File: src/rtl/alu_rr_scheduler.sv
// Round-robin scheduler sharing one ALU among NUM_REQ requesters; one transaction in flight.
// Optional macro ALU_PRIO_EN: requester 0 always wins arbitration when it is requesting.
module alu_rr_scheduler #(
    parameter int NUM_REQ = 4,
    parameter int DATA_W  = 8,
    parameter int OP_W    = 4,
    parameter int ALU_LAT = 1
) (
    input  logic                       clk,
    input  logic                       rst_n,
    input  logic [NUM_REQ-1:0]         req_valid,
    output logic [NUM_REQ-1:0]         req_ready,
    input  logic [NUM_REQ*OP_W-1:0]    req_op,
    input  logic [NUM_REQ*DATA_W-1:0]  req_a,
    input  logic [NUM_REQ*DATA_W-1:0]  req_b,
    output logic [DATA_W-1:0]          alu_in1,
    output logic [DATA_W-1:0]          alu_in2,
    output logic [OP_W-1:0]            alu_op,
    input  logic [DATA_W-1:0]          alu_out,
    output logic                       rsp_valid,
    input  logic                       rsp_ready,
    output logic [$clog2(NUM_REQ)-1:0] rsp_id,
    output logic [DATA_W-1:0]          rsp_data,
    output logic                       busy
);

    localparam int IDX_W = $clog2(NUM_REQ);
    localparam int LAT_W = (ALU_LAT > 1) ? $clog2(ALU_LAT) : 1;

    typedef enum logic [1:0] {
        IDLE,
        EXEC,
        RESP
    } state_t;

    state_t            state_q;
    state_t            state_d;
    logic [IDX_W-1:0]  ptr_q;
    logic [LAT_W-1:0]  lat_cnt_q;
    logic [IDX_W-1:0]  winner;
    logic              found;
    logic              accept;
    logic              lat_done;

    // Search starts just after the last winner and wraps, so the last winner ranks lowest.
    always_comb begin
        logic [IDX_W-1:0] idx;
        found  = 1'b0;
        winner = '0;
        idx    = '0;
        for (int unsigned off = 1; off <= NUM_REQ; off++) begin
            idx = IDX_W'((32'(ptr_q) + off) % NUM_REQ);
            if (!found && req_valid[idx]) begin
                found  = 1'b1;
                winner = idx;
            end
        end
`ifdef ALU_PRIO_EN
        if (req_valid[0]) begin
            found  = 1'b1;
            winner = '0;
        end
`else
`endif
    end

    assign lat_done = (lat_cnt_q == '0);

    always_ff @(posedge clk) begin
        if (!rst_n) begin
            state_q <= IDLE;
        end else begin
            state_q <= state_d;
        end
    end

    always_comb begin
        state_d   = state_q;
        req_ready = '0;
        accept    = 1'b0;
        case (state_q)
            IDLE: begin
                // Ready is masked during reset so no grant is ever advertised while rst_n is low.
                if (found && rst_n) begin
                    req_ready = NUM_REQ'(1) << winner;
                    accept    = 1'b1;
                    state_d   = EXEC;
                end
            end
            EXEC: begin
                if (lat_done) begin
                    state_d = RESP;
                end
            end
            RESP: begin
                if (rsp_ready) begin
                    state_d = IDLE;
                end
            end
            default: state_d = IDLE;
        endcase
    end

    always_ff @(posedge clk) begin
        if (!rst_n) begin
            ptr_q     <= IDX_W'(NUM_REQ - 1);
            lat_cnt_q <= '0;
            alu_in1   <= '0;
            alu_in2   <= '0;
            alu_op    <= '0;
            rsp_id    <= '0;
            rsp_data  <= '0;
        end else begin
            if (accept) begin
                alu_in1   <= req_a[winner*DATA_W +: DATA_W];
                alu_in2   <= req_b[winner*DATA_W +: DATA_W];
                alu_op    <= req_op[winner*OP_W +: OP_W];
                rsp_id    <= winner;
                ptr_q     <= winner;
                lat_cnt_q <= LAT_W'(ALU_LAT - 1);
            end
            if (state_q == EXEC) begin
                if (lat_done) begin
                    rsp_data <= alu_out;
                end else begin
                    lat_cnt_q <= lat_cnt_q - 1'b1;
                end
            end
        end
    end

    assign rsp_valid = (state_q == RESP);
    assign busy      = (state_q != IDLE);

endmodule

File: config.mk
export PLATFORM = sky130hd
export DESIGN_NAME = alu_rr_scheduler
export DESIGN_NICKNAME = d
export VERILOG_FILES = /design/src/rtl/alu_rr_scheduler.sv
export SDC_FILE = /design/constraint.sdc
export NUM_CORES = 1
export LEC_CHECK = 0
export CELL_PAD_IN_SITES_DETAIL_PLACEMENT = 0
export CELL_PAD_IN_SITES_GLOBAL_PLACEMENT = 1
export CORE_AREA = 2 2 74 111
export DETAILED_ROUTE_END_ITERATION = 8
export DIE_AREA = 0 0 76 113
export PLACE_DENSITY = 0.85
export SLEW_MARGIN = 20
export SYNTH_ARGS = -nofsm -noshare
export SYNTH_HDL_FRONTEND = slang
export SYNTH_SLANG_ARGS = --single-unit
File: constraint.sdc
create_clock -name clk -period 5.5 [get_ports clk]
set_input_delay 0.55 -clock clk [delete_from_list [all_inputs] [get_ports clk]]
set_output_delay 0.55 -clock clk [all_outputs]
set_load 0.05 [all_outputs]
==> results of run 1 <==
==> cells in the mapped netlist, types with 7 or more instances <==
library cell	count
o21ai_0	7
nand2_1	17
o21ai_1	11
and3_1	11
dfxtp_1	35
o211ai_1	10
mux2i_1	29
nand3_1	12
nor2_1	8
a21oi_1	7
nor2b_1	11
a21boi_0	12
==> stage by stage <==
step           utilization (%)  worst slack [ns]  hold slack, ns  total power [mW]
2_1_floorplan                -             2.347          0.4410            0.5958
3_3_place_gp             44.57             1.518          0.4608            0.7606
3_5_place_dp             44.57             1.460          0.4695            0.7646
4_1_cts                  46.47             1.434          0.4811             1.048
5_1_grt                  46.52             1.165          0.5002             1.091
6_report                 46.52             1.473          0.4788             1.035
==> layout make-up <==
class                           count  share of cell area [%]
Clock inverter                      1                  0.1422
Tap cell                          102                   3.627
Sequential cell                    35                   19.91
Inverter                            1                  0.1067
Multi-Input combinational cell    173                   34.64
Clock buffer                        6                   3.947
Timing Repair Buffer              133                   37.62
==> path summary, 6_finish.rpt <==
kind | start | end | slack, ns | depth (start not counted)
worst max-delay path | req_valid[3] | req_ready[0] | 1.47 | 6
worst min-delay path | alu_in1[0] | alu_in1[0] | 0.48 | 2
worst max register to register | ptr_q[1] | ptr_q[0] | 3.11 | 5
worst min register to register | alu_in1[0] | alu_in1[0] | 0.48 | 2
==> power groups by stage <==
stage / clock (mW) / combinational [mW] / sequential, mW
6_report: 0.280 / 0.441 / 0.315
5_1_grt: 0.300 / 0.471 / 0.319
4_1_cts: 0.287 / 0.446 / 0.315
3_5_place_dp: 0 / 0.445 / 0.320
3_3_place_gp: 0 / 0.442 / 0.319
2_1_floorplan: 0 / 0.165 / 0.431
==> sequential cells by signal, indices dropped and copies added, names as in the netlist <==
| name | cells |
|---|---|
| alu_in2 | 8 |
| ptr_q | 2 |
| alu_op | 4 |
| state_q | 2 |
| rsp_data | 8 |
| rsp_id | 2 |
| lat_cnt_q | 1 |
| alu_in1 | 8 |
==> layout by cell type (no fill, tap or decap), drive strengths merged, types with 2 or more instances in the layout <==
| master | netlist | layout |
|---|---|---|
| nor3 | 2 | 2 |
| o21ai | 18 | 18 |
| mux2i | 29 | 29 |
| nor2b | 11 | 11 |
| a21oi | 7 | 7 |
| o211ai | 10 | 10 |
| o21a | 2 | 2 |
| and2 | 3 | 3 |
| a21boi | 12 | 12 |
| o221ai | 5 | 5 |
| nand2 | 18 | 18 |
| mux2 | 5 | 5 |
| nor2 | 10 | 10 |
| buf | 8 | 3 |
| nor3b | 2 | 2 |
| clkdlybuf4s50 | 0 | 130 |
| nand3 | 12 | 12 |
| clkbuf | 6 | 6 |
| and3 | 11 | 11 |
| dfxtp | 35 | 35 |
| nand2b | 2 | 2 |
| a221o | 5 | 5 |
==> worst min-delay path, cell delays in order, from the launching register on <==
cell      delay, ns
dfxtp_1        0.32
nand2_1        0.05
o211ai_1       0.07
==> cells by family (layout without fill, tap and decap cells) <==
kind of cell,after synthesis,in the layout,synth area share (%)
simple gates,75,75,19.96
compound gates,64,64,22.97
flops,35,35,35.04
mux,34,34,17.52
buf+inv,15,141,4.505
==> layer usage <==
layer | GRT usage (%) | routed length, µm | vias up
li1 | - | - | 1078
met2 | 27.86 | 3373 | 85
met4 | 4.364 | 77 | 0
met5 | 0 | 0 | -
met1 | 18.30 | 2709 | 970
met3 | 5.263 | 514 | 6
==> flow_summary.toml, run 1 <==
[run_status]
status = "finished clean"

[synthesis]
syn_avg_cell_area_um2 = 8.966
synthTopCellsByArea = "dfxtp_1, mux2i_1, a21boi_0"
ys_types = 40
async_reset_ff_share_pct = 0
synth-edff-count = 0
ys.flop_type = "dfxtp_1"
ys_warn_count = 0
synth_nets = 318
yosysTopAreaCellShare_pct = 35.04
ys_seq_elements = 35
yosysTopAreaCell = "dfxtp_1"
seq_area_frac_synth_pct = 35.04
synthCells = 223
netlist_area_um2 = 1999

[final_layout]
fin_cells = 451
area_delta_synth_final_pct = 75.97
regArea_um2 = 700.7
fin_area_um2 = 3518
multi_input_area_um2 = 1219
fill_cells = 745
nets = 444
antenna_cells = 0
drive_above_1_share_pct = 5.731

[min_path]
hold_class = "reg2reg"

[timing]
hold_viol = 0
finalClockSkew_ns = 0.001634
fin_crit_ns = 4.027
tightest_slew_ns = 0.8442
grt_setup_unrepaired = "no"
period_share_pct = 73.22
finalSetupTns_ns = 0
setup-violations-final = 0
relSlewSlack_pct = 43.67
final_max_slew_viol_count = 0
fmax_mhz = 248.3

[clock_network]
cts_root_buf = "clkbuf_16"
clkSinkCount = 35
insertion_delay_ns = 0.28
hold_buffers = 0
numCtsBuffers = 5
ctsHtreeMaxLevel = 2
cts.clk_slew.worst_paths_ns = 0.05
postCtsSetupBuffers = 0
clock_path_buffers = 2
cts_tree = "built"
cts_resized = 0

[job]
drv_cap = 0

[detailed_routing]
viasPerCell = 4.743
wl_per_cell_um = 14.80
ant_nets = 0
drt-initial-drc-count = 87
dr.pass1.iters = 4
drc = 0
vias = 2139
finalWirelength_mm = 6.675

[place]
io_buffers = 130
place_inst = 444
dpl_cell_area_um2 = 3371
dpl.hpwl_mm = 5.138
gp_congestion = 0.7512

[power_and_ir_drop]
swShare_pct = 36.33
ir_worst_vdd_uv = 140.7
power_frac_comb_pct = 42.6
p_leak_nw = 1.340
powerDensity_nw_per_um2 = 294.2
switchingPower_mw = 0.3761
seqPwrFrac_pct = 30.4
power_frac_clock_pct = 27.0
p_int_mw = 0.6591

[worst_setup_path]
cp.buffers_inverters = 2
crit_chain = "clkdlybuf4s50_1, mux2i_1, a2bb2oi_2, nand2_1, nor3_1, clkdlybuf4s50_1"
crit_top_cell = "clkdlybuf4s50_1"
crit_path_end_kind = "primary output"
cp_data_arrival_time_ns = 3.48
crit_type = "in2out"
crit_fanout = 26
timing.critical_path.slowest_stage_cell = "clkdlybuf4s50_1"
startpoint_type = "input pin"
slowest_delay_ns = 0.85
cp_top_family = "buffers and inverters"
worstPathRequired_ns = 4.95

[global_routing]
overflow = 0
antenna_found_initial = 0
first_global_vias = 2154
grt_pass1_wl_mm = 10.83
grt_max_degree = 27
track_usage_pct = 15.80

[die]
die_x_um = 76
die-area_um2 = 8588
ios = 131
core_um2 = 7564
num_rows = 39
initial_core_util_pct = 26.44
die_y_um = 113
(Power assumes the default switching activity.)
==> inputs of run 2 (changes only) <==
--- a/config.mk
+++ b/config.mk
@@ -7,10 +7,10 @@
 export LEC_CHECK = 0
 export CELL_PAD_IN_SITES_DETAIL_PLACEMENT = 0
 export CELL_PAD_IN_SITES_GLOBAL_PLACEMENT = 1
-export CORE_AREA = 2 2 74 111
+export CORE_AREA = 2 2 80 120
 export DETAILED_ROUTE_END_ITERATION = 8
-export DIE_AREA = 0 0 76 113
-export PLACE_DENSITY = 0.85
+export DIE_AREA = 0 0 82 122
+export PLACE_DENSITY = 0.77
 export SLEW_MARGIN = 20
 export SYNTH_ARGS = -nofsm -noshare
 export SYNTH_HDL_FRONTEND = slang
==> constraint.sdc (replaced) <==
create_clock -name clk -period 3.7 [get_ports clk]
set_input_delay 0.37 -clock clk [delete_from_list [all_inputs] [get_ports clk]]
set_output_delay 0.37 -clock clk [all_outputs]
set_load 0.05 [all_outputs]
==> flow_summary.toml, run 2 (synthesized netlist as in run 1, its figures left out) <==
[die]
die-area_um2 = 10000
core_um2 = 9039
die_x_um = 82
ios = 131
num_rows = 43
initial_core_util_pct = 22.12
die_y_um = 122

[place]
gp_congestion = 0.7932
io_buffers = 130
dpl.hpwl_mm = 5.478
dpl_cell_area_um2 = 3455
place_inst = 459

[detailed_routing]
vias = 2176
drt-initial-drc-count = 69
viasPerCell = 4.660
dr_wl_met2_mm = 3.722
ant_nets = 0
routed.top_layer = "met4"
wl_met3_um = 503
finalWirelength_mm = 6.975
dr.pass1.iters = 4
drc = 0
wl_per_cell_um = 14.94
wl_met1_mm = 2.615

[final_layout]
nets = 449
fill_cells = 921
drive_above_1_share_pct = 7.887
postLayoutCoreUtil_pct = 39.95
area_delta_synth_final_pct = 80.60
fin_cells = 467
fin_area_um2 = 3611
final_cell_mix = "clkdlybuf4s50_1, dfxtp_1, mux2i_1"
layout_commonest_cell = "clkdlybuf4s50_1"
top_regs = "alu_in1 x8, alu_in2 x8, rsp_data x8"
antenna_cells = 0

[power_and_ir_drop]
power_frac_clock_pct = 28.1
swShare_pct = 35.84
ir_worst_vdd_uv = 211.7
power_frac_comb_pct = 42.5
powerDensity_nw_per_um2 = 439.2
seqPwrFrac_pct = 29.4
finalPower_mw = 1.586
p_int_mw = 1.018
switchingPower_mw = 0.5684
p_leak_nw = 1.383

[global_routing]
track_usage_pct = 14.21
first_global_vias = 2186
overflow = 0
antenna_found_initial = 0
grt_max_degree = 27
grt_pass1_wl_mm = 10.77

[timing]
grt_setup_unrepaired = "no"
finalSetupTns_ns = 0
final_max_slew_viol_count = 0
setup-violations-final = 0
tightest_slew_ns = 0.7673
fin_crit_ns = 3.002
finalClockSkew_ns = 0.003053
fmax_mhz = 333.1
relSlewSlack_pct = 48.84
period_share_pct = 81.13
hold_viol = 0

[worst_setup_path]
crit_fanout = 7
cp_data_arrival_time_ns = 2.63
crit_path_end_kind = "primary output"
startpoint_type = "input pin"
crit_type = "in2out"
worstPathRequired_ns = 3.33

[run_status]
status = "finished clean"

[min_path]
hold_class = "reg2reg"

[clock_network]
cts_resized = 0
postCtsSetupBuffers = 0
ctsHtreeMaxLevel = 2
insertion_delay_ns = 0.28
cts_tree = "built"
clkSinkCount = 35
cts_root_buf = "clkbuf_16"
numCtsBuffers = 5
hold_buffers = 0
cts.clk_slew.worst_paths_ns = 0.06
clock_path_buffers = 2

[job]
drv_cap = 0
==> run 2: cell types whose count changed in the layout (fill, tap and decap cells not counted), sizes merged <==
cell,delta
buf,+8
clkinv,-1
clkdlybuf4s50,-3
clkbuf,+2
==> run 2: critical path, stage by stage <==
cell             delay, ns
clkdlybuf4s50_1       0.59
a21boi_0              0.33
o21ba_2               0.26
nor2_4                0.06
nor3_1                0.18
clkdlybuf4s50_1       0.84
==> run 2: metal layers <==
metal | global-route usage [%] | up-vias
li1 | - | 1082
met3 | 3.407 | 11
met2 | 25.76 | 85
met1 | 15.50 | 998
met5 | 0 | -
met4 | 5.417 | 0
==> run 2: layout make-up <==
type                    instances  area (µm²)  share of cell area, %
flip-flops and latches         35       700.7                  19.40
repair buffers                138        1391                  38.53
well taps                     112       140.1                  3.881
multi-input cells             173        1219                  33.75
clock buffers                   8       156.4                  4.331
inverters                       1       3.754                 0.1040
==> run 2: per-stage QoR <==
stage          hold slack (ns)  setup slack (ns)
3_5_place_dp            0.4696            0.7087
6_report                0.4778            0.6983
3_3_place_gp            0.4639            0.7266
2_1_floorplan           0.4410            0.7524
4_1_cts                 0.4833            0.6901
5_1_grt                 0.5077            0.5932
==> run 2: final timing paths <==
kind | cells after the start | from | slack [ns] | end
setup / recovery | 6 | req_valid[3] | 0.70 | req_ready[1]
hold / removal | 2 | alu_in1[3] | 0.48 | alu_in1[3]
setup reg to reg | 6 | ptr_q[1] | 1.42 | alu_in2[7]
hold reg to reg | 2 | alu_in1[3] | 0.48 | alu_in1[3]
==> run 2: power groups by stage <==
stage | clock network (mW) | logic (mW) | registers [mW]
final | 0.445 | 0.675 | 0.466
after detailed placement | 0 | 0.683 | 0.475
after CTS | 0.464 | 0.685 | 0.467
after global routing | 0.482 | 0.721 | 0.474
after global placement | 0 | 0.679 | 0.473
after floorplan | 0 | 0.245 | 0.641
